===== config.mk =====
export PLATFORM = sky130hd
export DESIGN_NAME = alu_seq
export DESIGN_NICKNAME = d
export VERILOG_FILES = /design/src/rtl/alu_seq_pkg.sv /design/src/rtl/alu_mul_seq.sv /design/src/rtl/alu_seq.sv
export SDC_FILE = /design/constraint.sdc
export NUM_CORES = 1
export LEC_CHECK = 0
export CAP_MARGIN = 25
export CORE_MARGIN = 2
export CORE_UTILIZATION = 45
export DETAILED_ROUTE_END_ITERATION = 6
export PLACE_DENSITY = 0.82
export SLEW_MARGIN = 20
export SYNTH_ARGS = -nofsm -noshare
export SYNTH_HDL_FRONTEND = slang
export SYNTH_SLANG_ARGS = --single-unit

===== constraint.sdc =====
create_clock -name clk -period 1.9 [get_ports clk]
set_input_delay 0.38 -clock clk [delete_from_list [all_inputs] [get_ports clk]]
set_output_delay 0.38 -clock clk [all_outputs]
set_load 0.005 [all_outputs]

===== src/rtl/alu_seq_pkg.sv =====
// Shared types for alu_seq: operation encoding, controller states and legal WIDTH bounds.
package alu_seq_pkg;

  localparam int WIDTH_MIN = 4;
  localparam int WIDTH_MAX = 32;

  typedef enum logic [2:0] {
    FUNC_ADD = 3'b000,
    FUNC_SUB = 3'b001,
    FUNC_AND = 3'b010,
    FUNC_OR  = 3'b011,
    FUNC_XOR = 3'b100,
    FUNC_SHL = 3'b101,
    FUNC_SHR = 3'b110,
    FUNC_MUL = 3'b111
  } func_e;

  typedef enum logic {
    IDLE = 1'b0,
    MUL  = 1'b1
  } state_e;

endpackage


===== src/rtl/alu_mul_seq.sv =====
// Shift-add multiplier, one multiplier bit per cycle; done is high for the
// cycle after the last of WIDTH iterations, with the full product on product_o.
module alu_mul_seq #(
  parameter int WIDTH = 8
) (
  input  logic               clk,
  input  logic               rst_n,
  input  logic               start_i,
  input  logic [WIDTH-1:0]   a_i,
  input  logic [WIDTH-1:0]   b_i,
  output logic               done_o,
  output logic [2*WIDTH-1:0] product_o
);

  localparam int CW = $clog2(WIDTH + 1);

  logic               busy_q, busy_d;
  logic [CW-1:0]      cnt_q, cnt_d;
  logic [2*WIDTH-1:0] mcand_q, mcand_d;
  logic [WIDTH-1:0]   mplier_q, mplier_d;
  logic [2*WIDTH-1:0] acc_q, acc_d;

  // Iteration datapath: load on start, then add-and-shift until the count runs out.
  always_comb begin
    busy_d   = busy_q;
    cnt_d    = cnt_q;
    mcand_d  = mcand_q;
    mplier_d = mplier_q;
    acc_d    = acc_q;
    if (start_i) begin
      busy_d   = 1'b1;
      cnt_d    = CW'(WIDTH);
      mcand_d  = {{WIDTH{1'b0}}, a_i};
      mplier_d = b_i;
      acc_d    = {(2*WIDTH){1'b0}};
    end else if (busy_q && (cnt_q != '0)) begin
      if (mplier_q[0]) begin
        acc_d = acc_q + mcand_q;
      end else begin
        acc_d = acc_q;
      end
      mcand_d  = {mcand_q[2*WIDTH-2:0], 1'b0};
      mplier_d = {1'b0, mplier_q[WIDTH-1:1]};
      cnt_d    = cnt_q - CW'(1);
    end else if (busy_q) begin
      busy_d = 1'b0;
    end else begin
      busy_d = 1'b0;
    end
  end

  // Multiplier state registers.
  always_ff @(posedge clk or negedge rst_n) begin
    if (!rst_n) begin
      busy_q   <= 1'b0;
      cnt_q    <= '0;
      mcand_q  <= '0;
      mplier_q <= '0;
      acc_q    <= '0;
    end else begin
      busy_q   <= busy_d;
      cnt_q    <= cnt_d;
      mcand_q  <= mcand_d;
      mplier_q <= mplier_d;
      acc_q    <= acc_d;
    end
  end

  assign done_o    = busy_q && (cnt_q == '0);
  assign product_o = acc_q;

endmodule


===== src/rtl/alu_seq.sv =====
// Sequential ALU with valid/ready handshake and registered result/flags.
// Define ALU_SEQ_MUL_EN to build in the multi-cycle shift-add MUL (func 111).
module alu_seq
  import alu_seq_pkg::*;
#(
  parameter int WIDTH = 8
) (
  input  logic             clk,
  input  logic             rst_n,
  input  logic             in_valid,
  output logic             in_ready,
  input  logic [WIDTH-1:0] inputA,
  input  logic [WIDTH-1:0] inputB,
  input  logic             carryIn,
  input  logic [2:0]       func,
  output logic             out_valid,
  input  logic             out_ready,
  output logic [WIDTH-1:0] result,
  output logic             carryOut,
  output logic             zero,
  output logic             negetive
);

  func_e            func_s;
  logic             accept;
  logic             alu_done;
  logic [WIDTH-1:0] alu_res;
  logic             alu_cout;
  logic             load_en;
  logic [WIDTH-1:0] load_res;
  logic             load_cout;

  logic             out_valid_q, out_valid_d;
  logic [WIDTH-1:0] result_q, result_d;
  logic             carry_q, carry_d;
  logic             zero_q, zero_d;
  logic             neg_q, neg_d;

  assign func_s = func_e'(func);
  assign accept = in_valid && in_ready;

`ifdef ALU_SEQ_MUL_EN
  state_e             state_q, state_d;
  logic               mul_start;
  logic               mul_done;
  logic [2*WIDTH-1:0] mul_product;

  assign mul_start = accept && (func_s == FUNC_MUL);
  assign alu_done  = accept && (func_s != FUNC_MUL);
  assign in_ready  = (state_q == IDLE) && (!out_valid_q || out_ready);

  alu_mul_seq #(.WIDTH(WIDTH)) u_mul (
    .clk       (clk),
    .rst_n     (rst_n),
    .start_i   (mul_start),
    .a_i       (inputA),
    .b_i       (inputB),
    .done_o    (mul_done),
    .product_o (mul_product)
  );

  // Controller: sit in MUL until the multiplier reports done.
  always_comb begin
    state_d = state_q;
    case (state_q)
      IDLE: begin
        if (mul_start) begin
          state_d = MUL;
        end else begin
          state_d = IDLE;
        end
      end
      MUL: begin
        if (mul_done) begin
          state_d = IDLE;
        end else begin
          state_d = MUL;
        end
      end
      default: state_d = IDLE;
    endcase
  end

  // Controller state register.
  always_ff @(posedge clk or negedge rst_n) begin
    if (!rst_n) begin
      state_q <= IDLE;
    end else begin
      state_q <= state_d;
    end
  end

  // Completion source: a finishing multiply or a single-cycle op.
  always_comb begin
    load_en   = alu_done;
    load_res  = alu_res;
    load_cout = alu_cout;
    if ((state_q == MUL) && mul_done) begin
      load_en   = 1'b1;
      load_res  = mul_product[WIDTH-1:0];
      load_cout = |mul_product[2*WIDTH-1:WIDTH];
    end else begin
      load_en   = alu_done;
      load_res  = alu_res;
      load_cout = alu_cout;
    end
  end
`else
  assign alu_done  = accept;
  assign in_ready  = !out_valid_q || out_ready;
  assign load_en   = alu_done;
  assign load_res  = alu_res;
  assign load_cout = alu_cout;
`endif

  // Single-cycle operations; func 111 yields zero here and is overridden by MUL when built in.
  always_comb begin
    alu_res  = {WIDTH{1'b0}};
    alu_cout = 1'b0;
    case (func_s)
      FUNC_ADD: {alu_cout, alu_res} = {1'b0, inputA} + {1'b0, inputB} + {{WIDTH{1'b0}}, carryIn};
      FUNC_SUB: {alu_cout, alu_res} = {1'b0, inputA} + {1'b0, ~inputB} + {{WIDTH{1'b0}}, carryIn};
      FUNC_AND: alu_res = inputA & inputB;
      FUNC_OR:  alu_res = inputA | inputB;
      FUNC_XOR: alu_res = inputA ^ inputB;
      FUNC_SHL: begin
        alu_res  = {inputA[WIDTH-2:0], 1'b0};
        alu_cout = inputA[WIDTH-1];
      end
      FUNC_SHR: begin
        alu_res  = {1'b0, inputA[WIDTH-1:1]};
        alu_cout = inputA[0];
      end
      default: begin
        alu_res  = {WIDTH{1'b0}};
        alu_cout = 1'b0;
      end
    endcase
  end

  // Output stage: a completion loads even while draining, so accept-and-drain has no bubble.
  always_comb begin
    out_valid_d = out_valid_q;
    result_d    = result_q;
    carry_d     = carry_q;
    zero_d      = zero_q;
    neg_d       = neg_q;
    if (load_en) begin
      out_valid_d = 1'b1;
      result_d    = load_res;
      carry_d     = load_cout;
      zero_d      = (load_res == {WIDTH{1'b0}});
      neg_d       = load_res[WIDTH-1];
    end else if (out_ready) begin
      out_valid_d = 1'b0;
    end else begin
      out_valid_d = out_valid_q;
    end
  end

  // Output registers.
  always_ff @(posedge clk or negedge rst_n) begin
    if (!rst_n) begin
      out_valid_q <= 1'b0;
      result_q    <= '0;
      carry_q     <= 1'b0;
      zero_q      <= 1'b0;
      neg_q       <= 1'b0;
    end else begin
      out_valid_q <= out_valid_d;
      result_q    <= result_d;
      carry_q     <= carry_d;
      zero_q      <= zero_d;
      neg_q       <= neg_d;
    end
  end

  assign out_valid = out_valid_q;
  assign result    = result_q;
  assign carryOut  = carry_q;
  assign zero      = zero_q;
  assign negetive  = neg_q;

endmodule


* Yosys cells after proc, flatten, opt, wreduce, memory -nomap -nowiden
Index checks and enable logic that the tools add are counted.
** Word-level totals
- Register bits after elaboration :: 12
- Latch bits :: 0
- Memory bits (writable) :: 0
- Bits in read-only memories :: 0
- Input port bits :: 24
- Output and inout port bits :: 13
- Logic and storage cells :: 29
- Memories :: 0
** Cells by class
- $add $sub $neg :: 4
- Multiply operators :: 0
- Divide/modulo/power cells :: 0
- Magnitude comparators :: 0
- Equality and inequality tests :: 6
- Shift-type cells :: 0
- Multiplexer cells :: 4
- Bitwise logic cells :: 4
- Reductions and logical operators :: 6
** Operators by type and width (count)
- 8-bit case mux with 7 select lines :: 1
- 8-bit by 8-bit adder with 9-bit output :: 2
- 9-bit by 1-bit adder with 9-bit output :: 2
- 3-bit equality test (second input constant) :: 3
- 8-bit bitwise AND :: 1
- 8-bit logical NOT :: 1
- 8-bit NOT :: 1
- 8-bit OR :: 1
- 8-bit XOR :: 1
- 3-bit by 2-bit equality test with 1-bit output (second input constant) :: 2
- 1-bit case mux with 4 select lines :: 1
- 3-bit by 1-bit equality test with 1-bit output (second input constant) :: 1
- 3-bit logical NOT :: 1
- 1-bit 2-to-1 mux :: 2
- 2-bit nonzero test :: 1
- 1-bit logical AND :: 1
- 1-bit logical NOT :: 1
- 1-bit logical OR :: 1

* Longest topological paths before layout
Gate-level depths: netlist of the first run.
- Word-level depth :: 5
- Gate-level depth with buffers :: 11
- Gate-level depth less buffers :: 11

* Worst setup path before layout of the first run
No wires, ideal clock.
- Path kind :: in2reg
- Start :: input port inputA[0]
- End :: register zero_q, in the netlist zero
- Library setup time :: 0.092 ns
- Arrival :: 2.422 ns
- Required time :: 1.808 ns
- Setup slack :: -0.614 ns
- Stages :: 9
- Path buffers :: 0
- Cell sequence :: fa_1 -> fa_1 -> a211o_1 -> o21ai_0 -> mux2i_1 -> xor2_1 -> a221oi_1 -> nand4_1 -> o31ai_2
** Between the ends
- Cells in the longest elaborated chain, start to end :: 4
- Elaborated cells on any way between the ends :: 9
- Classes of those cells :: add/sub: 4; mux: 1; bitwise: 3; reduce/logical: 1
** Ends and longest elaborated chain
- start, declared :: RTL line alu_seq.sv:12 : input logic [WIDTH-1:0] inputA,
- 8-bit by 8-bit adder with 9-bit output (on tied branches) :: RTL line alu_seq.sv:122, alu_seq.sv:121
- 9-bit by 1-bit adder with 9-bit output (on tied branches) :: RTL line alu_seq.sv:122, alu_seq.sv:121
- 8-bit case mux with 7 select lines * :: RTL line alu_seq.sv:120 : case (func_s)
- 8-bit logical NOT * :: RTL line alu_seq.sv:152 : zero_d = (load_res == {WIDTH{1'b0}});
- end signal, assigned :: RTL line alu_seq.sv:173 : zero_q <= zero_d;
- end, declared :: RTL line alu_seq.sv:36 : logic zero_q, zero_d;
Mark *: on every way between the ends. The rest lies on a longest branch, timed or not.
A chain may end at the register's enable or synchronous reset.

* Final worst setup path of the first run
Ends and elaborated chain as after synthesis.

==> results of run 1 <==
[logic make-up after synthesis]
family | count (synthesis) | share of synthesized area [%]
XOR/XNOR | 6 | 2.92
buffers and inverters | 37 | 10.1
AO/OA/AOI/OAI | 61 | 24.9
adder cells (fa/ha/maj) | 27 | 20.4
multiplexers | 13 | 7.51
flip-flops | 11 | 15.3
AND/OR/NAND/NOR | 66 | 18.8
[per-layer routing]
metal	part of all wire, %	wire length [um]
met4	5.3	320
met3	6.1	369
met5	0	0
met2	51	3090
met1	38	2310
[area by class of cell]
class,count,area (sq um)
Fill cell,256,767
Clock buffer,4,45.0
Timing Repair Buffer,108,935
Inverter,23,86.3
Tap cell,48,60.1
Multi-Input combinational cell,173,1580
Sequential cell,11,275
[worst paths after layout]
path                       depth (start not counted)         to
setup / recovery                                  10       zero
max in group asynchronous                          1  result[5]
setup reg to reg                                   7       zero
min in group clk                                   2   carryOut
hold / removal                                     1  result[0]
hold reg to reg                                    2   carryOut
[stage by stage]
step / total power [mW] / cell area [sq um]
floorplan: 0.651 / 1850
global placement: 0.991 / 2680
detailed placement: 1.02 / 2680
CTS: 1.31 / 2890
global route: 1.46 / 2980
finish: 1.37 / 2980
[cells in the mapped netlist, types with 5 or more instances]
cell type  number
ha_1           23
clkbuf_1        5
o21ai_0        13
a21oi_1        11
nor2_1         17
dfrtp_1        11
nand2b_1       10
nand2_1        16
mux2i_1         9
nor3_1          5
inv_1          23
[flip-flops by register name (all words and copies together) (netlist names)]
signal     cells
result         8
carryOut       1
out_valid      1
zero           1
[repair_timing]
item,4_1_cts,5_1_grt
resized for setup,64,15
setup endpoints to repair,11,10
buffers inserted,8,2
pin swaps,19,12
endpoints found under the hold margin,0,0
[power breakdown]
group	switching (mW)	total (mW)	internal [mW]	leakage, nW
logic	0.383	0.843	0.460	1.26
registers	0.0229	0.298	0.275	0.135
clock network	0.0866	0.234	0.147	0.0228
==> impl_results.md, run 1 <==
* Post-synthesis net count at 272
* Post-Syn Area per Cell at 8.15 sq um
* Die Y at roughly 67 um
* LEAKAGE at ~1.4 nW
* PwrDens at between 400 and 500 mW/mm^2
* Maximum clock rate at around 0.40 GHz
* Max Root-Sink Buffers at 2
* GRT Total Usage at 27.9%
* CP Max Fanout at 2
* Setup TNS at -3300 ps
* Setup CP Type: in2reg
* CTS tree: done
* CTS root buf: clkbuf_8
* Largest net degree at the start of global routing at 19
* RSZ-0062 raised after global routing: yes
* GRT Residual Overflow at 0
* Port Buffers at 36
* Crit path time final at approximately 2500 ps
* CP max-delay cell: fa_2
* CTS Buf Count at 3
* Die area at 0.00452 sq mm
* Worst-Skew Late Latency at roughly 240 ps
* Top Family by Delay on Critical Path: compound AO/OA/AOI/OAI gates
* CP most frequent cell: fa_2
* Crit path from: inputA[0]
* Area of the mapped netlist at between 0.0015 and 0.002 sq mm
* Top-Level Pins at 37
* WP data required at 2040 ps
* Final net count at 371
* Initial DRC count at 119
* Fin. Hold Viols at 0
* Commonest non-fill, non-tap cell in the layout: buf_4
* WP buf/inv at 1
* Synth area leaders: ha_1 16%, dfrtp_1 15%, mux2i_1 5.0%, inv_1 4.8%, fa_1 4.4%
* Core area at 0.00374 sq mm
* Synth top area share at 16.0%
* Cell Chain, Critical Path: buf_8 -> fa_2 -> fa_2 -> a211o_1 -> o21ai_1 -> mux2i_1 -> xor2_1 -> a221oi_2 -> nand4_1 -> o31ai_2
* M1 GR Usage at 32.3%
* WL final at 6090 um
* Post-synth EDFFs at 0
* Reg2reg start: out_valid
* Worst-path clk slew at about 50 ps
* Global route hottest layer: met2
* Synth Warn # at 0
* Violated checks: setup timing
* Via count at roughly 2100
* Rel. slew slack at 67.7%
* Max incr delay on CP at ~400 ps
* Fin cells at 367
* Crit path DAT at between 2000 and 3000 ps
* Vias/cell at 5.69
* Most frequent cells in the layout: 66 x buf_4, 18 x clkdlybuf4s50_1, 16 x nand2_1, 16 x nor2_1, 15 x ha_1
* Area growth from synthesis to layout at 65.3%
* Rows at 22
* Drt wl/cell at 16.6 um
* Fraction of registers with async set/reset at 100%
* Post-route ant nets at 0
* Post-route DRC violation count at 0
* FF-to-FF setup slack at 180 ps
* Worst setup SP type: input port
* Finished Core Util at 79.5%
* Hold Crit Class: in2async
* DP Worst Slack at -1290 ps
* Setup ws final at -601 ps
* # placed instances at 355
* Max-cap violations at 0
* Antenna Cells at 0
* DR pass1 iterations at 4
* Initial antenna violation count at 0
* Yosys top cell by area: ha_1
* Grt met3 use at 2.00%
* Post-synthesis cell count at 221
* Final Max Slew Viols at 0
* Starting density of the core at between 40% and 50%
* Layout cells sized above 1 at 41.1%
* Worst vdd ir at around 0.20 mV
* Die width at between 60 and 70 um
* Seq cells post-synth at 11
* Sequential area share after synthesis at 15.3%
* DPL Wire Length at between 4000 and 5000 um
* Global Route met2 Usage at 51.7%
* CTS Sinks at 11
* WHS at ~470 ps
* Crit. End Element: flop
* Netlist cell types at 54
* H-tree depth at 1
* # setup viols final at 9
* Period utilisation layout at 132%
* Synth Flop Type: dfrtp_1
* Outcome: complete, but fails checks
* Hold buffers post-CTS at 0
* Global-route wire length before repair at 9560 um
* Worst-Margin Slew at around 480 ps
* Vias in the first global route at 2046
* Layout Skew at 0.288 ps
* Final Wtd Congestion at 0.968
(Power assumes the default switching activity.)
==> run 2, diff against run 1 <==
--- a/config.mk
+++ b/config.mk
@@ -10,7 +10,6 @@
 export CORE_UTILIZATION = 45
 export DETAILED_ROUTE_END_ITERATION = 6
 export PLACE_DENSITY = 0.82
-export SLEW_MARGIN = 20
 export SYNTH_ARGS = -nofsm -noshare
 export SYNTH_HDL_FRONTEND = slang
 export SYNTH_SLANG_ARGS = --single-unit
==> results of run 2 <==
Final layout, timing and power as in run 1 (identical DEF).
==> run 3, diff against run 2 <==
--- a/config.mk
+++ b/config.mk
@@ -6,10 +6,9 @@
 export NUM_CORES = 1
 export LEC_CHECK = 0
 export CAP_MARGIN = 25
-export CORE_MARGIN = 2
-export CORE_UTILIZATION = 45
+export CORE_UTILIZATION = 35
 export DETAILED_ROUTE_END_ITERATION = 6
-export PLACE_DENSITY = 0.82
+export PLACE_DENSITY = 0.68
 export SYNTH_ARGS = -nofsm -noshare
 export SYNTH_HDL_FRONTEND = slang
 export SYNTH_SLANG_ARGS = --single-unit
==> run 3 against run 2 <==
The flow still finishes with violations (setup timing). Clock skew rose by 1.1 ps. Hold slack worse by 6.8 ps. Sequential power hardly changed. Register-to-register slack better by 90 ps. Clock-buffer cell count unchanged. Global-route usage shrank 6.9 points. Utilization is 16 points lower.
==> impl_results.md, run 3 (same netlist as run 1, synthesis figures left out) <==
* WP data required at 2050 ps (was 2040 ps)
* Rows at 25 (was 22)
* Vias in the first global route at 1904 (was 2046)
* Violated checks: setup timing (unchanged)
* CTS root buf: clkbuf_8 (unchanged)
* Global-route wire length before repair at 8810 um (was 9560 um)
* Fin cells at 392 (was 367)
* Antenna Cells at 0 (unchanged)
* M1 GR Usage at 24.9% (was 32.3%)
* Fin. Hold Viols at 0 (unchanged)
* Initial antenna violation count at 0 (unchanged)
* Worst-path clk slew at 50 ps (about the same)
* Drt wl/cell at 13.8 um (was 16.6 um)
* RSZ-0062 raised after global routing: yes (unchanged)
* Maximum clock rate at 0.424 GHz (was 0.400 GHz)
* PwrDens at 443 mW/mm^2 (was 462 mW/mm^2)
* Die area at 0.00544 sq mm (was 0.00452 sq mm)
* Max reg flops at 8 (unchanged)
* Most frequent cells in the layout: 70 x buf_4, 17 x clkdlybuf4s50_1, 16 x nand2_1, 16 x nor2_1, 14 x ha_1 (was 66 x buf_4, 18 x clkdlybuf4s50_1, 16 x nand2_1, 16 x nor2_1, 15 x ha_1)
* R2R Path End: zero (unchanged)
* Post-route ant nets at 0 (unchanged)
* FF-to-FF setup slack at 270 ps (was 180 ps)
* Worst-Skew Late Latency at 240 ps (about the same)
* DR pass1 iterations at 4 (unchanged)
* CP Max Fanout at 2 (unchanged)
* DPL Wire Length at 4160 um (was 4360 um)
* Vias/cell at 5.01 (was 5.69)
* Starting density of the core at 37.1% (was 48.1%)
* Initial DRC count at 106 (was 119)
* Crit path time final at 2360 ps (was 2500 ps)
* Core area at 0.00485 sq mm (was 0.00374 sq mm)
* Worst vdd ir at 0.216 mV (was 0.196 mV)
* H-tree depth at 1 (unchanged)
* Final net count at 377 (was 371)
* GRT Residual Overflow at 0 (unchanged)
* # setup viols final at 8 (was 9)
* Max Root-Sink Buffers at 2 (unchanged)
* LEAKAGE at 1.44 nW (was 1.41 nW)
* Register area at 275 sq um (unchanged)
* Clock Power Share at 17.2% (was 17.0%)
* CP max-delay cell: fa_2 (unchanged)
* Top-Level Pins at 37 (unchanged)
* Grt met3 use at 0.823% (was 2.00%)
* Combinational group share of total power at 61.1% (was 61.3%)
* Power Total at 1.36 mW (was 1.37 mW)
* Worst-Margin Slew at 475 ps (was 484 ps)
* CTS tree: done (unchanged)
* Period utilisation layout at 124% (was 132%)
* Die width at 73.7 um (was 67.3 um)
* Die Y at 73.7 um (was 67.3 um)
* # placed instances at 377 (was 355)
* Global route hottest layer: met2 (unchanged)
* WP buf/inv at 1 (unchanged)
* CTS Sinks at 11 (unchanged)
* Max-cap violations at 0 (unchanged)
* Reg2reg start: out_valid (unchanged)
* WL final at 5420 um (was 6090 um)
* Crit. End Element: flop (unchanged)
* Final Wtd Congestion at 0.894 (was 0.968)
* Layout cells sized above 1 at 46.5% (was 41.1%)
* Multi-input logic area at 0.00160 sq mm (was 0.00158 sq mm)
* Hold Crit Class: in2async (unchanged)
* Flop pwr share at 21.7% (about the same)
* Global Route met2 Usage at 40.1% (was 51.7%)
* Outcome: complete, but fails checks (unchanged)
* Fill count at 405 (was 256)
* WHS at 465 ps (was 472 ps)
* Final Max Slew Viols at 0 (unchanged)
* Area growth from synthesis to layout at 70.6% (was 65.3%)
* Setup ws final at -457 ps (was -601 ps)
* Sw Pwr at 466 uW (was 492 uW)
* Post-route DRC violation count at 0 (unchanged)
* Commonest non-fill, non-tap cell in the layout: buf_4 (unchanged)
* Port Buffers at 36 (unchanged)
* CTS Buf Count at 3 (unchanged)
* Via count at 1962 (was 2088)
* GRT Total Usage at 21.0% (was 27.9%)
* Cell Chain, Critical Path: buf_8 -> fa_2 -> fa_2 -> a211o_1 -> o21ai_1 -> mux2i_1 -> xor2_1 -> a221oi_2 -> nand4_1 -> o31ai_2 (unchanged)
* CP most frequent cell: fa_2 (unchanged)
* Rel. slew slack at 68.2% (was 67.7%)
* Worst setup SP type: input port (unchanged)
* R2R cell count at 7 (unchanged)
* Top Family by Delay on Critical Path: compound AO/OA/AOI/OAI gates (unchanged)
* Layout Skew at 1.40 ps (was 0.288 ps)
* Largest net degree at the start of global routing at 14 (was 19)
* Switch share at 34.2% (was 35.8%)
* Crit path DAT at 2510 ps (was 2640 ps)
* Max incr delay on CP at 400 ps (about the same)
* Setup CP Type: in2reg (unchanged)
* Internal power at 894 uW (was 882 uW)
run 3: changes by cell type in the layout (fill, tap and decap cells not counted), moves of 2 or more:
| cell | before | now |
|---|---|---|
| clkdlybuf4s15_1 | 0 | 3 |
| inv_1 | 12 | 10 |
| buf_4 | 66 | 70 |
| dlymetal6s2s_1 | 3 | 1 |
| buf_2 | 1 | 5 |
| buf_6 | 5 | 7 |
| dlygate4sd2_1 | 12 | 6 |
| o21ai_1 | 7 | 5 |
run 3: power groups by stage:
stage,Clock (mW),Combinational [mW],Sequential (mW)
4_1_cts,0.243,0.800,0.297
3_3_place_gp,0,0.699,0.298
6_report,0.234,0.831,0.296
5_1_grt,0.244,0.899,0.301
3_5_place_dp,0,0.713,0.300
2_1_floorplan,0,0.349,0.302
run 3: timing repair:
action                     4_1_cts  5_1_grt
pin swaps                       33       15
cloned                           1        0
hold buffers                     0        0
gates resized for setup         93       15
setup endpoints to repair       11       10
setup buffers                   10        0
run 3: worst max-delay path by stage:
stage / cells past startpoint / to / from / slack, ps
after floorplan: 9 / zero / inputA[0] / -450
after global placement: 10 / zero / inputA[0] / -1130
after detailed placement: 10 / zero / inputA[0] / -1220
after CTS: 10 / zero / inputA[0] / -520
after global routing: 10 / zero / inputA[0] / -610
final: 10 / zero / inputA[0] / -460
run 3: per-layer routing:
metal / wire (um) / share of wire (%)
met5: 0 / 0
met3: 161 / 3.0
met2: 2850 / 53
met4: 104 / 1.9
met1: 2300 / 42
run 3: per-stage QoR:
| step | cell area [sq um] | utilization [%] | setup TNS (ps) | setup slack, ps |
|---|---|---|---|---|
| after floorplan | 1850 | - | -1280 | -445 |
| after global placement | 2710 | 55.9 | -8790 | -1130 |
| after detailed placement | 2710 | 55.9 | -9360 | -1220 |
| after CTS | 3030 | 62.5 | -2110 | -517 |
| after global routing | 3070 | 63.4 | -2790 | -609 |
| final | 3070 | 63.4 | -1970 | -457 |
run 3: layout make-up:
cell class	instances	area share (%)
flip-flops and latches	11	8.96
well taps	67	2.73
repair buffers	114	31.9
inverters	23	2.89
clock buffers	4	1.47
multi-input cells	173	52.1
